## src/rtl/free_list_ckpt_ctrl.sv

```systemverilog
`default_nettype none
// ============================================================================
// Module   : free_list_ckpt_ctrl
// Brief    : Branch checkpoint controller for the speculative RENAME free list.
//            Optional FL_CKPT_STATS_EN adds a saturating mispredict counter.
// Revision : 1.0
// ============================================================================
module free_list_ckpt_ctrl #(
  parameter int NUM_CKPT = 4,
  parameter int CKPT_LOG = 2,
  parameter int HEAD_W   = 7
) (
  input  logic                clk,
  input  logic                reset,
  input  logic                stall_i,
  input  logic                recoverFlag_i,
  input  logic                ckptReq_i,
  input  logic [HEAD_W-1:0]   freeListHead_i,
  output logic                ckptGrant_o,
  output logic [CKPT_LOG-1:0] ckptTag_o,
  output logic                ckptFull_o,
  input  logic                resolveValid_i,
  input  logic [CKPT_LOG-1:0] resolveTag_i,
  input  logic                mispredict_i,
  output logic [HEAD_W-1:0]   freeListHeadCp_o,
  output logic                flagRecoverEX_o,
  output logic                ctrlVerified_o,
`ifdef FL_CKPT_STATS_EN
  output logic [15:0]         recoverCnt_o,
`endif
  output logic [CKPT_LOG:0]   ckptCount_o
);

  localparam int CNT_W = CKPT_LOG + 1;

  logic [CKPT_LOG-1:0] headPtr;
  logic [CKPT_LOG-1:0] tailPtr;
  logic [CNT_W-1:0]    count;
  logic [NUM_CKPT-1:0] valid;
  logic [NUM_CKPT-1:0] resolved;
  logic [HEAD_W-1:0]   entryHead [NUM_CKPT];

  logic                tagValid;
  logic                mispHit;
  logic                doMisp;
  logic                corrHit;
  logic                retire;
  logic                grant;
  logic                full;
  logic [CKPT_LOG-1:0] mispOffset;
  logic [NUM_CKPT-1:0] squash;
  logic [NUM_CKPT-1:0] validNext;
  logic [NUM_CKPT-1:0] resolvedNext;
  logic [CNT_W-1:0]    countNext;

  assign tagValid   = valid[resolveTag_i];
  assign mispHit    = resolveValid_i & mispredict_i & tagValid;
  assign doMisp     = mispHit & ~recoverFlag_i;
  assign corrHit    = resolveValid_i & ~mispredict_i & tagValid & ~recoverFlag_i;
  assign full       = (count == CNT_W'(NUM_CKPT));
  assign grant      = ckptReq_i & ~stall_i & ~full & ~recoverFlag_i & ~mispHit;
  assign mispOffset = resolveTag_i - headPtr;
  // Head may still retire under a mispredict unless the head itself is squashed.
  assign retire     = valid[headPtr] & resolved[headPtr] & ~recoverFlag_i &
                      ~(doMisp & (headPtr == resolveTag_i));

  // An entry is younger-or-equal to the mispredicted tag when its age from head is no smaller.
  for (genvar i = 0; i < NUM_CKPT; i++) begin : g_squash
    assign squash[i] = doMisp & ((CKPT_LOG'(i) - headPtr) >= mispOffset);
  end

  always_comb begin
    validNext    = valid;
    resolvedNext = resolved;
    if (recoverFlag_i) begin
      validNext    = '0;
      resolvedNext = '0;
    end else begin
      validNext    = validNext & ~squash;
      resolvedNext = resolvedNext & ~squash;
      if (grant) begin
        validNext[tailPtr]    = 1'b1;
        resolvedNext[tailPtr] = 1'b0;
      end
      if (corrHit) begin
        resolvedNext[resolveTag_i] = 1'b1;
      end
      if (retire) begin
        validNext[headPtr]    = 1'b0;
        resolvedNext[headPtr] = 1'b0;
      end
    end
  end

  always_comb begin
    countNext = count + CNT_W'(grant) - CNT_W'(retire);
    if (recoverFlag_i) begin
      countNext = '0;
    end else if (doMisp) begin
      countNext = CNT_W'(mispOffset - CKPT_LOG'(retire));
    end
  end

  always_ff @(posedge clk or negedge reset) begin
    if (!reset) begin
      headPtr          <= '0;
      tailPtr          <= '0;
      count            <= '0;
      valid            <= '0;
      resolved         <= '0;
      freeListHeadCp_o <= '0;
      flagRecoverEX_o  <= 1'b0;
      ctrlVerified_o   <= 1'b0;
    end else begin
      valid           <= validNext;
      resolved        <= resolvedNext;
      count           <= countNext;
      flagRecoverEX_o <= doMisp;
      ctrlVerified_o  <= doMisp;
      if (recoverFlag_i) begin
        headPtr <= '0;
        tailPtr <= '0;
      end else begin
        headPtr <= headPtr + CKPT_LOG'(retire);
        tailPtr <= doMisp ? resolveTag_i : (tailPtr + CKPT_LOG'(grant));
      end
      if (doMisp) begin
        freeListHeadCp_o <= entryHead[resolveTag_i];
      end
    end
  end

  // Stored heads need no reset; an entry is only read while valid.
  always_ff @(posedge clk) begin
    if (grant) begin
      entryHead[tailPtr] <= freeListHead_i;
    end
  end

`ifdef FL_CKPT_STATS_EN
  always_ff @(posedge clk or negedge reset) begin
    if (!reset) begin
      recoverCnt_o <= '0;
    end else if (doMisp && (recoverCnt_o != 16'hFFFF)) begin
      recoverCnt_o <= recoverCnt_o + 16'd1;
    end
  end
`endif

  assign ckptGrant_o = grant;
  assign ckptTag_o   = tailPtr;
  assign ckptFull_o  = full;
  assign ckptCount_o = count;

endmodule
`default_nettype wire
```

## config.mk

```make
export PLATFORM = sky130hd
export DESIGN_NAME = free_list_ckpt_ctrl
export DESIGN_NICKNAME = d
export VERILOG_FILES = /design/src/rtl/free_list_ckpt_ctrl.sv
export SDC_FILE = /design/constraint.sdc
export NUM_CORES = 1
export LEC_CHECK = 0
export CELL_PAD_IN_SITES_DETAIL_PLACEMENT = 0
export CELL_PAD_IN_SITES_GLOBAL_PLACEMENT = 1
export CORE_AREA = 2 2 79 81
export DETAILED_ROUTE_END_ITERATION = 16
export DIE_AREA = 0 0 81 83
export GPL_ROUTABILITY_DRIVEN = 0
export PLACE_DENSITY_LB_ADDON = 0.1
export SETUP_SLACK_MARGIN = 0.4
export SLEW_MARGIN = 20
export SYNTH_ARGS = -nofsm -noshare
export SYNTH_HDL_FRONTEND = slang
export SYNTH_SLANG_ARGS = --single-unit
export TNS_END_PERCENT = 30
```

## constraint.sdc

```tcl
create_clock -name clk -period 4.31 [get_ports clk]
set_clock_uncertainty 0.1 [all_clocks]
set_input_delay 0.862 -clock clk [delete_from_list [all_inputs] [get_ports clk]]
set_output_delay 0.862 -clock clk [all_outputs]
set_load 0.05 [all_outputs]
```

==> results.cfg, run 1 <==
[clocking]
cts.path.max_buffers = 2
post_cts_buffers = 0
cts_sinks = 51
htree_levels = 2
clk_latency_ps = 310
path_clk_slew_ps = 90
numCtsBuffers = 5
hold_buffers = 0
cts.repair.resized = 0
cts_root_buf = clkbuf_8
cts_tree = done

[setup_path]
path_max_fanout = 11
critPathKind = in -> out
cp_slowest_stage_delay_ps = 540
rrSetupSlack_ps = 1320
rr_worst_depth = 14
critPathSlowestCell = clkdlybuf4s50_1
cp-end-kind = output port
cp.required_ps = 3350
worst-path-buf-inv = 4
rr_startpoint = headPtr[1]$_DFF_PN0_
crit_arrival_ps = 2700
reg2reg_to = ckptCount_o[2]$_DFF_PN0_
cp-start-kind = primary input
cp_common_cell = buf_4
critical_path.top_delay_family = buffers and inverters
path_cells = clkdlybuf4s50_1 > mux2i_1 > o22ai_1 > buf_4 > or2_1 > inv_1 > buf_4

[route]
vias = 1611
drtAntennaViolNets = 0
wirelength_um = 5120
drc = 0
routed_via_density = 5.424
first_pass_iters = 4
wl_per_cell_um = 17.24
drt_iter0_markers = 74

[grt]
antenna_found_initial = 0
grt_overflow = 0
grt_pass1_vias = 1708
grt_pass1_wl_um = 8431
grt_max_degree = 24
grt_usage = 0.1666

[sta]
period_share = 0.8494
rsz0062_at_grt = no
finalSetupViolCount = 0
hold_viol_final = 0
slew_violations = 0
timing.slew.headroom = 0.4976
period_minus_slack_ps = 3661
setup_tns_ps = 0
max_freq_mhz = 273.2
tightestPinTransition_ps = 746.7

[logic_synthesis]
yosysTopAreaCellShare = 0.3305
synth_nets = 217
yosysUniqueCellTypes = 40
synth-seq-cells = 51
yosys.area.top_type = edfxtp_1
ys_seq_area_frac = 0.5568
synth.area.top_cells = edfxtp_1, dfrtp_1, ha_1, mux4_2, mux2_2
synth_cells = 185
ys_warn_count = 0
syn_area_per_cell_um2 = 13.75
synth_area_um2 = 2544

[finish]
nets = 253
final_cell_mix = clkdlybuf4s50_1, edfxtp_1, dfrtp_1
drive_gt1_frac = 0.1757
area_growth_syn_to_layout_pct = 20.27
antennaDiodeCount = 0
final_common_cell = clkdlybuf4s50_1

[power_and_ir_drop]
p_sw_frac = 0.2415
leakage_nw = 1.178
p_int_w = 0.0007564
vdd_drop_max_mv = 0.1595
finalPower_w = 0.0009973
pwr_density_cell_nw_per_um2 = 326.0
clkPwrFrac = 0.328
pwr-share-seq = 0.538
comb_power_share = 0.134
p_sw_w = 0.0002409

[floorplanning]
rows = 28
start_util = 0.4374
die_x_um = 81
core_area_um2 = 5816
dieHeight_um = 83
pin_count = 32
dieArea_um2 = 6723

[placement]
io_buffers = 31
dp_hpwl_um = 3770

[worst_hold_path]
holdPathStages = 1
min_from = freeListHeadCp_o[5]$_DFFE_PN0P_
hold_class = reg -> reg
min_to = freeListHeadCp_o[5]$_DFFE_PN0P_

[outcome]
outcome = finished clean

[run]
cap_violations = 0
[synth_stat cells, drive strengths merged]
master / instances
nor3b: 2
dfrtp: 23
o31ai: 2
xor2: 1
or3: 1
a211oi: 3
clkbuf: 3
nor2b: 4
edfxtp: 28
nand3b: 3
and2: 1
xnor2: 6
a21oi: 6
o211ai: 2
o311ai: 2
nand3: 6
ha: 15
inv: 12
or2: 2
nor3: 1
nand2: 6
or4b: 2
buf: 7
a311oi: 1
nand4b: 2
fa: 1
o22ai: 2
a221oi: 6
mux4: 7
mux2: 9
nand4bb: 1
nand4: 1
mux2i: 3
nor2: 9
nor4: 1
o21ai: 4
[worst max-delay path by stage]
stage / startpoint / to / depth (start not counted)
3_3_place_gp: resolveTag_i[1] / ckptCount_o[2]$_DFF_PN0_ / 14
3_5_place_dp: resolveTag_i[1] / ckptCount_o[2]$_DFF_PN0_ / 14
6_report: resolveTag_i[1] / ckptGrant_o / 7
4_1_cts: resolveTag_i[1] / ckptGrant_o / 7
2_1_floorplan: ckptCount_o[2]$_DFF_PN0_ / ckptCount_o[1]$_DFF_PN0_ / 9
5_1_grt: resolveTag_i[1] / ckptCount_o[2]$_DFF_PN0_ / 14
[final cells by class]
cell class / instances / area, um2
fillers: 520 / 2756
flip-flops and latches: 51 / 1416
multi-input cells: 112 / 1031
repair buffers: 39 / 362.8
well taps: 75 / 93.84
clock buffers: 6 / 72.57
inverters: 12 / 45.04
clock inverters: 2 / 37.54
[logic make-up (layout without fill, tap and decap cells)]
family          count (synthesis)  count (layout)  share of synthesized area
fa+ha+maj                      16              16                    0.08165
buf+inv                        22              59                    0.03787
xor+xnor                        7               7                    0.02410
simple gates                   42              42                    0.09789
compound gates                 28              28                    0.08805
mux                            19              19                     0.1136
flops                          51              51                     0.5568
[power groups by stage]
stage,logic (W),clock network (W),registers (W)
2_1_floorplan,0.0000478,0,0.000579
3_3_place_gp,0.000133,0,0.000547
3_5_place_dp,0.000135,0,0.000547
4_1_cts,0.000136,0.000335,0.000537
5_1_grt,0.000144,0.000356,0.000538
6_report,0.000134,0.000327,0.000536
[sequential cells by signal, summed over array words and instances, names as in the netlist]
signal / cells
resolved: 4
entryHead: 28
headPtr: 2
ckptCount_o: 3
ckptTag_o: 2
ctrlVerified_o: 1
freeListHeadCp_o: 7
valid: 4
[layer usage]
layer / wire [um] / part of all wire / GRT usage / vias up
li1: - / - / - / 765
met1: 2213 / 0.43 / 0.2062 / 800
met2: 2637 / 0.52 / 0.2825 / 37
met3: 165 / 0.032 / 0.03478 / 9
met4: 104 / 0.020 / 0.06163 / 0
met5: 0 / 0 / 0 / -
[per-stage QoR]
| stage | area [um2] | hold slack (ps) | util | cells | setup WS (ps) |
|---|---|---|---|---|---|
| 4_1_cts | 3059 | 423.1 | 0.5260 | 297 | 631.4 |
| 5_1_grt | 3059 | 440.6 | 0.5260 | 297 | 531.9 |
| 6_report | 3059 | 415.3 | 0.5260 | 297 | 649.1 |
| 3_3_place_gp | 2954 | 388.6 | 0.5080 | 289 | 484.7 |
| 3_5_place_dp | 2949 | 402.5 | 0.5071 | 289 | 372.8 |
| 2_1_floorplan | 2544 | 425.6 | - | 185 | 511.1 |
Power figures use the tool's default switching activity.
==> run 2, diff against run 1 <==
--- a/config.mk
+++ b/config.mk
@@ -7,9 +7,9 @@
 export LEC_CHECK = 0
 export CELL_PAD_IN_SITES_DETAIL_PLACEMENT = 0
 export CELL_PAD_IN_SITES_GLOBAL_PLACEMENT = 1
-export CORE_AREA = 2 2 79 81
+export CORE_AREA = 2 2 82 84
 export DETAILED_ROUTE_END_ITERATION = 16
-export DIE_AREA = 0 0 81 83
+export DIE_AREA = 0 0 84 86
 export GPL_ROUTABILITY_DRIVEN = 0
 export PLACE_DENSITY_LB_ADDON = 0.1
 export SETUP_SLACK_MARGIN = 0.4
==> constraint.sdc (replaced) <==
create_clock -name clk -period 3.3 [get_ports clk]
set_clock_uncertainty 0.1 [all_clocks]
set_input_delay 0.66 -clock clk [delete_from_list [all_inputs] [get_ports clk]]
set_output_delay 0.66 -clock clk [all_outputs]
set_load 0.05 [all_outputs]
==> run 2 against run 1 <==
Setup slack worse by 230 ps. Global-route usage is 0.11 points higher. Clock power grew 37%. Critical path depth fell by 1. Largest power group unchanged. Power grew 35%. Flip-flop and latch count unchanged. Via count is 8.7% higher. Sequential share of layout area is 4.1 points lower. Routed wire length up 12%. Combinational power up 47%. Sequential power grew 31%.
==> results.cfg, run 2 (same netlist as run 1, synthesis figures left out) <==
[outcome]
outcome = finished clean

[grt]
grt_usage = 0.1677
grt_overflow = 0
grt_pass1_wl_um = 9384
grt_pass1_vias = 1809
grt_max_degree = 20
antenna_found_initial = 0

[setup_path]
reg2reg_to = ckptCount_o[2]$_DFF_PN0_
path_max_fanout = 2
cp.required_ps = 2540
rr_worst_depth = 13
crit_start = ckptReq_i
rrSetupSlack_ps = 510
cp-start-kind = primary input
crit_arrival_ps = 2120
crit_end = ckptGrant_o
critPathKind = in -> out
cp-end-kind = output port
rr_startpoint = headPtr[1]$_DFF_PN0_

[route]
drc = 0
drt_iter0_markers = 66
wl_per_cell_um = 17.81
wirelength_um = 5754
vias = 1751
first_pass_iters = 4
routed_via_density = 5.421
drtAntennaViolNets = 0

[finish]
nFillCells = 534
regMostFlops = entryHead
antennaDiodeCount = 0
regArea_um2 = 1419
top_regs = entryHead x28, freeListHeadCp_o x7
final_cell_mix = edfxtp_1, buf_4, clkdlybuf4s50_1
drive_gt1_frac = 0.3089
nets = 277
area_growth_syn_to_layout_pct = 32.17
multi_input_area_um2 = 1091
final_area_um2 = 3362
largest_register_ffs = 28

[sta]
max_freq_mhz = 347.7
timing.slew.headroom = 0.5174
period_minus_slack_ps = 2876
holdWs_ps = 416.6
slew_violations = 0
worst_slack_ps = 423.8
rsz0062_at_grt = yes
period_share = 0.8716
finalSetupViolCount = 0
hold_viol_final = 0
tightestPinTransition_ps = 721.6

[clocking]
htree_levels = 2
cts.path.max_buffers = 2
cts_tree = done
cts_sinks = 51
path_clk_slew_ps = 90
numCtsBuffers = 5
hold_buffers = 0
cts_root_buf = clkbuf_8
clk_latency_ps = 310

[placement]
post-place-ws_ps = -305.6
dp_hpwl_um = 4066
io_buffers = 31
place_area_um2 = 3157

[power_and_ir_drop]
pwr_density_cell_nw_per_um2 = 400.6
finalPower_w = 0.001347
leakage_nw = 1.310
vdd_drop_max_mv = 0.2065

[floorplanning]
dieArea_um2 = 7224
die_x_um = 84
core_area_um2 = 6277
dieHeight_um = 86
pin_count = 32
start_util = 0.4052
rows = 29

[worst_hold_path]
hold_class = reg -> reg
holdPathStages = 1

[run]
cap_violations = 0
[run 2: how the worst min path moves through the flow]
stage                                          from                         endpoint  slack, ps
floorplan                                     reset         ckptCount_o[0]$_DFF_PN0_        260
global placement    freeListHeadCp_o[0]$_DFFE_PN0P_  freeListHeadCp_o[0]$_DFFE_PN0P_        390
detailed placement  freeListHeadCp_o[4]$_DFFE_PN0P_  freeListHeadCp_o[4]$_DFFE_PN0P_        400
CTS                 freeListHeadCp_o[4]$_DFFE_PN0P_  freeListHeadCp_o[4]$_DFFE_PN0P_        420
global route        freeListHeadCp_o[0]$_DFFE_PN0P_  freeListHeadCp_o[0]$_DFFE_PN0P_        440
finish              freeListHeadCp_o[0]$_DFFE_PN0P_  freeListHeadCp_o[0]$_DFFE_PN0P_        420
[run 2: metrics by stage]
| step | util | cells | TNS, ps |
|---|---|---|---|
| after floorplan | - | 185 | 0 |
| after global placement | 0.5029 | 308 | -436.6 |
| after detailed placement | 0.5029 | 308 | -914.3 |
| after CTS | 0.5292 | 319 | 0 |
| after global routing | 0.5356 | 323 | 0 |
| final | 0.5356 | 323 | 0 |
[run 2: routing by layer]
layer	routed length, um	track usage	vias to the layer above	share of wire
li1	-	-	809	-
met1	2386	0.2071	881	0.41
met2	3095	0.3018	52	0.54
met3	196	0.02984	9	0.034
met4	74	0.04985	0	0.013
met5	0	0	-	0
[run 2: area by class of cell]
class                      count  share of cell area
sequential                    51              0.4220
multi-input combinational    112              0.3245
timing repair buffer          63              0.1760
tap                           77             0.02866
clock buffer                   5             0.02047
inverter                      12             0.01451
clock inverter                 3             0.01377
[run 2: worst max-delay path, cell delays in order]
cell,delay (ps)
clkdlybuf4s50_1,440
or4b_4,450
or2_4,260
clkinvlp_4,80
buf_6,90
buf_8,130
[run 2: power by group]
| group | switching (W) | leakage, nW | internal, W |
|---|---|---|---|
| logic | 0.000110 | 0.688 | 0.0000875 |
| registers | 0.0000124 | 0.567 | 0.000690 |
| clock network | 0.000218 | 0.0548 | 0.000229 |
| total | 0.000340 | 1.31 | 0.00101 |
[run 2: timing repair]
action                                  in CTS  in global routing
pin swaps                                    3                  2
endpoints found under the setup margin      14                  2
gates resized for setup                     18                  6
hold endpoints to repair                     0                  0
setup buffers                                3                  4
